## src/rtl/fetch_pc_if.sv

```systemverilog
// fetch_pc_if: fetch-stage bus between the hazard/EX/imem side and fetch_pc_unit.
interface fetch_pc_if;
  logic        stall_f;
  logic        redirect;
  logic [31:0] redirect_target;
  logic [31:0] instr;
  logic [31:0] pc_out;
  logic [31:0] instr_d;
  logic [31:0] pc_d;
  logic [31:0] pc_plus4_d;
  logic        valid_d;
  logic        misaligned_d;
  logic [31:0] fetch_count;
  modport master (
    output stall_f, redirect, redirect_target, instr,
    input  pc_out, instr_d, pc_d, pc_plus4_d, valid_d, misaligned_d, fetch_count
  );
  modport slave (
    input  stall_f, redirect, redirect_target, instr,
    output pc_out, instr_d, pc_d, pc_plus4_d, valid_d, misaligned_d, fetch_count
  );
endinterface

```

## src/rtl/fetch_pc_unit.sv

```systemverilog
// fetch_pc_unit: RV32i program counter plus IF/ID register with stall, redirect and flush.
module fetch_pc_unit #(
  parameter logic [31:0] RESET_VECTOR = 32'h0000_0000,
  parameter logic [31:0] NOP_INSTR    = 32'h0000_0013
) (
  input  logic       clk,
  input  logic       rst_n,
  fetch_pc_if.slave  bus
);
  logic [31:0] pc_q, pc_d;
  logic [31:0] instr_q, instr_d;
  logic [31:0] ifid_pc_q, ifid_pc_d;
  logic [31:0] ifid_pc4_q, ifid_pc4_d;
  logic        valid_q, valid_d;
  logic        mis_q, mis_d;
  logic [31:0] cnt_q, cnt_d;
  logic [31:0] pc_plus4;
  logic        hold;
  // Redirect outranks stall: a taken branch always flushes IF/ID, even when stalled.
  always_comb begin
    pc_plus4   = pc_q + 32'd4;
    hold       = bus.stall_f & ~bus.redirect;
    pc_d       = bus.redirect ? {bus.redirect_target[31:2], 2'b00} : hold ? pc_q : pc_plus4;
    instr_d    = bus.redirect ? NOP_INSTR : hold ? instr_q : bus.instr;
    ifid_pc_d  = bus.redirect ? 32'd0 : hold ? ifid_pc_q : pc_q;
    ifid_pc4_d = bus.redirect ? 32'd0 : hold ? ifid_pc4_q : pc_plus4;
    valid_d    = bus.redirect ? 1'b0 : hold ? valid_q : 1'b1;
    mis_d      = bus.redirect ? |bus.redirect_target[1:0] : hold & mis_q;
    cnt_d      = (bus.redirect | bus.stall_f) ? cnt_q : cnt_q + 32'd1;
  end
  always_ff @(posedge clk or negedge rst_n) begin
    if (!rst_n) begin
      pc_q       <= RESET_VECTOR;
      instr_q    <= NOP_INSTR;
      ifid_pc_q  <= '0;
      ifid_pc4_q <= '0;
      valid_q    <= 1'b0;
      mis_q      <= 1'b0;
      cnt_q      <= '0;
    end else begin
      pc_q       <= pc_d;
      instr_q    <= instr_d;
      ifid_pc_q  <= ifid_pc_d;
      ifid_pc4_q <= ifid_pc4_d;
      valid_q    <= valid_d;
      mis_q      <= mis_d;
      cnt_q      <= cnt_d;
    end
  end
  assign bus.pc_out       = pc_q;
  assign bus.instr_d      = instr_q;
  assign bus.pc_d         = ifid_pc_q;
  assign bus.pc_plus4_d   = ifid_pc4_q;
  assign bus.valid_d      = valid_q;
  assign bus.misaligned_d = mis_q;
  assign bus.fetch_count  = cnt_q;
endmodule
```

## src/flat_wrapper.sv

```systemverilog
// flat-port wrapper written by rule: the top's interface ports become plain ports
module fetch_pc_unit_flat 
#(
  parameter logic [31:0] RESET_VECTOR = 32'h0000_0000,
  parameter logic [31:0] NOP_INSTR    = 32'h0000_0013
)
  (clk, rst_n, bus_stall_f, bus_redirect, bus_redirect_target, bus_instr, bus_pc_out, bus_instr_d, bus_pc_d, bus_pc_plus4_d, bus_valid_d, bus_misaligned_d, bus_fetch_count);
  fetch_pc_if bus_i ();
  input  logic clk;
  input  logic rst_n;
  input wire logic [$bits(bus_i.stall_f)-1:0] bus_stall_f;
  input wire logic [$bits(bus_i.redirect)-1:0] bus_redirect;
  input wire logic [$bits(bus_i.redirect_target)-1:0] bus_redirect_target;
  input wire logic [$bits(bus_i.instr)-1:0] bus_instr;
  output wire logic [$bits(bus_i.pc_out)-1:0] bus_pc_out;
  output wire logic [$bits(bus_i.instr_d)-1:0] bus_instr_d;
  output wire logic [$bits(bus_i.pc_d)-1:0] bus_pc_d;
  output wire logic [$bits(bus_i.pc_plus4_d)-1:0] bus_pc_plus4_d;
  output wire logic [$bits(bus_i.valid_d)-1:0] bus_valid_d;
  output wire logic [$bits(bus_i.misaligned_d)-1:0] bus_misaligned_d;
  output wire logic [$bits(bus_i.fetch_count)-1:0] bus_fetch_count;
  assign bus_i.stall_f = bus_stall_f;
  assign bus_i.redirect = bus_redirect;
  assign bus_i.redirect_target = bus_redirect_target;
  assign bus_i.instr = bus_instr;
  assign bus_pc_out = bus_i.pc_out;
  assign bus_instr_d = bus_i.instr_d;
  assign bus_pc_d = bus_i.pc_d;
  assign bus_pc_plus4_d = bus_i.pc_plus4_d;
  assign bus_valid_d = bus_i.valid_d;
  assign bus_misaligned_d = bus_i.misaligned_d;
  assign bus_fetch_count = bus_i.fetch_count;
  fetch_pc_unit #(.RESET_VECTOR(RESET_VECTOR), .NOP_INSTR(NOP_INSTR)) u_core (.clk(clk), .rst_n(rst_n), .bus(bus_i));
endmodule
```

## config.mk

```make
export PLATFORM = sky130hd
export DESIGN_NAME = fetch_pc_unit_flat
export DESIGN_NICKNAME = d
export VERILOG_FILES = /design/src/rtl/fetch_pc_if.sv /design/src/rtl/fetch_pc_unit.sv /design/src/flat_wrapper.sv
export SDC_FILE = /design/constraint.sdc
export NUM_CORES = 1
export LEC_CHECK = 0
export CORE_MARGIN = 5
export CORE_UTILIZATION = 47
export DETAILED_ROUTE_END_ITERATION = 10
export PLACE_DENSITY = 0.81
export SETUP_SLACK_MARGIN = 0.2
export SYNTH_ARGS = -nofsm -noshare
export SYNTH_HDL_FRONTEND = slang
export SYNTH_SLANG_ARGS = --single-unit
export TNS_END_PERCENT = 5
```

## constraint.sdc

```tcl
create_clock -name clk -period 2.38 [get_ports clk]
set_clock_uncertainty 0.05 [all_clocks]
set_input_delay 0.595 -clock clk [delete_from_list [all_inputs] [get_ports clk]]
set_output_delay 0.595 -clock clk [all_outputs]
set_load 0.005 [all_outputs]
```

==> tab_implementation.tex <==
\begin{tabular}{lr}
\hline
Metric & Value \\
\hline
\multicolumn{2}{l}{\textbf{Worst setup path}} \\
\quad Required arrival time at the worst endpoint & 1.74 ns \\
\quad Reg2reg setup slack & 0.23 ns \\
\quad Worst Setup Path Type & flop to output pin \\
\quad Sort of element at the end of the critical path & output pin \\
\quad Launch point of the worst reg-to-reg path & u\_core.bus.pc\_out[3] \\
\quad Worst Setup Start Kind & flop \\
\quad R2R cell count & 5 \\
\quad Worst endpoint data arrival time & 1.58 ns \\
\quad Largest driver fanout on the critical path & 7 \\
\quad Capturing point of the worst reg2reg path & u\_core.bus.pc\_out[24] \\
\quad Source of the critical timing path & u\_core.bus.pc\_out[14] \\
\multicolumn{2}{l}{\textbf{Yosys}} \\
\quad Simple-gate portion of the synthesized area & 20.2\% \\
\quad Proportion of synthesized flip-flops having asynchronous set or reset & 100\% \\
\quad Adder-cell area share of the yosys netlist & 0.332\% \\
\quad Most area-hungry cell type in the Yosys netlist & sky130\_fd\_sc\_hd\_\_dfrtp\_1 \\
\quad Leading cell types by total area after synthesis & sky130\_fd\_sc\_hd\_\_dfrtp\_1, sky130\_fd\_sc\_hd\_\_mux2i\_1, sky130\_fd\_sc\_hd\_\_nor2\_1 \\
\quad Sequential fraction of the synthesis area & 52.2\% \\
\quad Synthesized cell area & 7530 sq um \\
\quad Xor/xnor share of the synthesized area & 6.39\% \\
\quad Count of unique library cells instantiated by Yosys & 52 \\
\quad Count of flip-flops with a built-in enable after synthesis & 0 \\
\quad Main synth FF type & sky130\_fd\_sc\_hd\_\_dfrtp\_1 \\
\quad Synth Warn \# & 0 \\
\quad Count of mapped cells out of synthesis & 745 \\
\quad Seq cells post-synth & 157 \\
\quad Mean Syn Cell Area & 10.1 sq um \\
\quad Area share of the leading cell type in the synthesized netlist & 51.2\% \\
\quad Compound-cell area share of the yosys netlist & 8.95\% \\
\quad Multiplexer fraction of the synthesized cell area & 7.72\% \\
\quad Combinational family with the most area after synthesis & simple AND/OR/NAND/NOR gates \\
\multicolumn{2}{l}{\textbf{Job}} \\
\quad Count of maximum capacitance violations & 0 \\
\multicolumn{2}{l}{\textbf{STA}} \\
\quad Measured slew at the worst slew-check pin & 0.697 ns \\
\quad Final worst-path cycle share & 93.4\% \\
\quad Final-layout setup total negative slack & 0 ns \\
\quad Final Max Slew Viols & 0 \\
\quad Setup repair after global routing missed its margin & true \\
\quad Min cycle time layout & 2.22 ns \\
\quad Final setup violation count & 0 \\
\quad Endpoints failing hold & 0 \\
\quad Fmax & 450 MHz \\
\quad Worst hold slack & 0.429 ns \\
\quad Slew HR & 53.5\% \\
\multicolumn{2}{l}{\textbf{Clock network}} \\
\quad Clk Tree Root Cell & sky130\_fd\_sc\_hd\_\_clkbuf\_16 \\
\quad Source-to-sink clock delay at the later pin of the worst-skew pair & 0.42 ns \\
\quad Maximum root-to-sink buffer count & 2 \\
\quad CTS buffer count & 17 \\
\quad Sink Count & 157 \\
\quad Clock transition time at the flip-flop clock pins of the worst setup and hold paths & 0.06 ns \\
\quad CTS tree & built \\
\quad Number of H-tree levels & 4 \\
\multicolumn{2}{l}{\textbf{Worst hold path}} \\
\quad Capture endpoint of the worst hold path & u\_core.bus.fetch\_count[31] \\
\quad Worst hold path class & flop to flop \\
\quad Startpoint of the most critical hold path & u\_core.bus.fetch\_count[31] \\
\quad Number of cells traversed by the worst hold path & 1 \\
\multicolumn{2}{l}{\textbf{Detailed routing}} \\
\quad Total via count after detailed routing & 6719 \\
\quad Total Wirelength & 22100 um \\
\quad Iteration-0 DRC count of the detailed router & 426 \\
\quad Total DRC errors in the routed layout & 0 \\
\quad Number of nets with antenna violations after routing & 0 \\
\quad Routed WL per cell & 18.4 um \\
\quad Vias/cell & 5.58 \\
\quad First-pass detailed-route iteration total & 5 \\
\multicolumn{2}{l}{\textbf{Floorplanning}} \\
\quad Placeable core area & 15800 sq um \\
\quad Chip Height & 137 um \\
\quad DIE AREA & 18700 sq um \\
\quad Initial core utilization & 47.6\% \\
\quad Top-level I/O count & 230 \\
\quad Die Width & 137 um \\
\quad \# rows & 46 \\
\multicolumn{2}{l}{\textbf{Global route}} \\
\quad Initial antenna violation count & 0 \\
\quad Aggregate global-route resource usage & 24.0\% \\
\quad Sum of overflow across all layers after global routing & 0 \\
\quad First-pass GRT wire length & 35100 um \\
\quad Number of global-route vias before repair & 6611 \\
\quad Pin count of the biggest net entering global routing & 71 \\
\multicolumn{2}{l}{\textbf{Run status}} \\
\quad Run status & finished, final reports clean \\
\multicolumn{2}{l}{\textbf{Final layout}} \\
\quad Net count, final & 1046 \\
\quad Diode count & 0 \\
\quad Area grow syn2layout & 44.2\% \\
\quad Final core area utilization & 68.6\% \\
\quad Fraction of layout instances using a drive strength above 1 & 10.1\% \\
\quad Layout filler cell count & 1235 \\
\multicolumn{2}{l}{\textbf{Pwr}} \\
\quad Leak pwr & 4.50 nW \\
\quad Maximum vdd ir drop & 0.000529 V \\
\quad Cell Pwr Density & 666 nW/um\^{}2 \\
\multicolumn{2}{l}{\textbf{Place}} \\
\quad Count of input and output buffers & 227 \\
\quad Final HPWL from detailed placement & 15900 um \\
\quad Global placer's final weighted congestion & 0.899 \\
\hline
\end{tabular}
[logic make-up after synthesis]
family | Yosys count
and+or+nand+nor | 297
DFF | 157
AOI/OAI and AO/OA | 101
buffers and inverters | 74
muxes | 58
xor gates and xnor gates | 55
adders and majority gates | 2
other | 1
[layout by cell type (no fill, tap or decap), types with 4 or more instances in the layout]
cell	synthesis	layout
sky130_fd_sc_hd__a211oi_1	9	9
sky130_fd_sc_hd__a21oi_1	13	13
sky130_fd_sc_hd__a311oi_1	14	14
sky130_fd_sc_hd__a31oi_1	13	13
sky130_fd_sc_hd__and3_1	7	7
sky130_fd_sc_hd__and4_1	8	8
sky130_fd_sc_hd__buf_12	0	4
sky130_fd_sc_hd__buf_4	5	45
sky130_fd_sc_hd__bufinv_16	0	4
sky130_fd_sc_hd__clkbuf_1	46	4
sky130_fd_sc_hd__clkbuf_16	0	17
sky130_fd_sc_hd__clkdlybuf4s50_1	0	224
sky130_fd_sc_hd__clkinvlp_4	0	4
sky130_fd_sc_hd__dfrtp_1	154	151
sky130_fd_sc_hd__inv_1	7	7
sky130_fd_sc_hd__mux2i_1	57	57
sky130_fd_sc_hd__nand2_1	52	52
sky130_fd_sc_hd__nand3_1	22	20
sky130_fd_sc_hd__nand4_1	26	26
sky130_fd_sc_hd__nand4b_1	4	4
sky130_fd_sc_hd__nor2_1	106	105
sky130_fd_sc_hd__nor3_1	11	11
sky130_fd_sc_hd__nor4_1	8	7
sky130_fd_sc_hd__o21ai_0	26	26
sky130_fd_sc_hd__o31ai_1	14	14
sky130_fd_sc_hd__or3_1	13	12
sky130_fd_sc_hd__or4_1	22	21
sky130_fd_sc_hd__xnor2_1	42	42
sky130_fd_sc_hd__xor2_1	13	13
[layout make-up]
cell class / instances / area (sq um) / share of cell area [%]
multi-input cells: 515 / 3320 / 30.6
flip-flops and latches: 157 / 3940 / 36.2
clock inverters: 10 / 164 / 1.51
clock buffers: 22 / 454 / 4.18
inverters: 9 / 33.8 / 0.311
well taps: 216 / 270 / 2.49
repair buffers: 276 / 2690 / 24.7
[timing repair]
item / CTS / global route
gates resized for setup: 4 / 4
setup buffers: 0 / 2
cloned: 0 / 0
pin swaps: 0 / 1
endpoints found under the hold margin: 5 / 0
setup endpoints to repair: 17 / 30
hold buffers: 1 / 0
[metrics by stage]
step           instances  total power, mW  setup slack, ns  instance area (sq um)
6_report            1205             7.23            0.158                  10900
5_1_grt             1205             7.54           0.0888                  10900
4_1_cts             1203             7.28            0.154                  10800
3_5_place_dp        1170             4.41            0.162                  10200
3_3_place_gp        1170             4.38            0.218                  10200
2_1_floorplan        746             3.58            0.187                   7540
[metal layers]
metal  up-vias  track usage, %  part of all wire [%]
met1      3272            31.1                    41
li1       3110               -                     -
met3        31            7.61                   9.1
met5         -               0                     0
met2       306            37.9                    48
met4         0            8.51                   2.2
[cells in the mapped netlist, drive strengths merged, types with 2 or more instances]
| library cell | instances |
|---|---|
| a2111oi | 3 |
| a211oi | 9 |
| a21oi | 13 |
| a311oi | 14 |
| a31oi | 13 |
| and3 | 7 |
| and4 | 9 |
| buf | 18 |
| clkbuf | 47 |
| clkinv | 2 |
| dfrtp | 154 |
| dfstp | 3 |
| ha | 2 |
| inv | 7 |
| mux2i | 57 |
| nand2 | 52 |
| nand2b | 2 |
| nand3 | 22 |
| nand4 | 27 |
| nand4b | 4 |
| nand4bb | 2 |
| nor2 | 106 |
| nor2b | 3 |
| nor3 | 11 |
| nor4 | 8 |
| o211ai | 2 |
| o21ai | 26 |
| o31a | 2 |
| o31ai | 14 |
| or2 | 4 |
| or3 | 13 |
| or4 | 23 |
| xnor2 | 42 |
| xor2 | 13 |
[worst max path at each step]
stage / end / cells past startpoint
2_1_floorplan: u_core.bus.pc_plus4_d[21] / 6
3_3_place_gp: u_core.bus.pc_plus4_d[23] / 4
3_5_place_dp: u_core.bus.pc_plus4_d[26] / 4
4_1_cts: bus_pc_out[14] / 2
5_1_grt: u_core.bus.pc_out[24] / 5
6_report: bus_pc_out[14] / 2
[worst max-delay path, cell delays in order, from the launching register on]
cell and delay, ns:
sky130_fd_sc_hd__dfrtp_1 0.42, sky130_fd_sc_hd__buf_4 0.20, sky130_fd_sc_hd__clkdlybuf4s50_1 0.54
[power breakdown]
part / internal, mW / total, mW / switching [mW]
Clock: 1.78 / 2.87 / 1.09
Combinational: 0.717 / 1.29 / 0.574
Sequential: 2.88 / 3.07 / 0.195
Total: 5.38 / 7.23 / 1.86
[sequential cells by signal, indices dropped and copies added, names as in the netlist]
signal                   flops
u_core.bus.pc_d             30
u_core.bus.misaligned_d      1
u_core.bus.instr_d          32
u_core.bus.pc_out           30
u_core.bus.fetch_count      32
u_core.bus.valid_d           1
u_core.bus.pc_plus4_d       31
(Power assumes the default switching activity.)
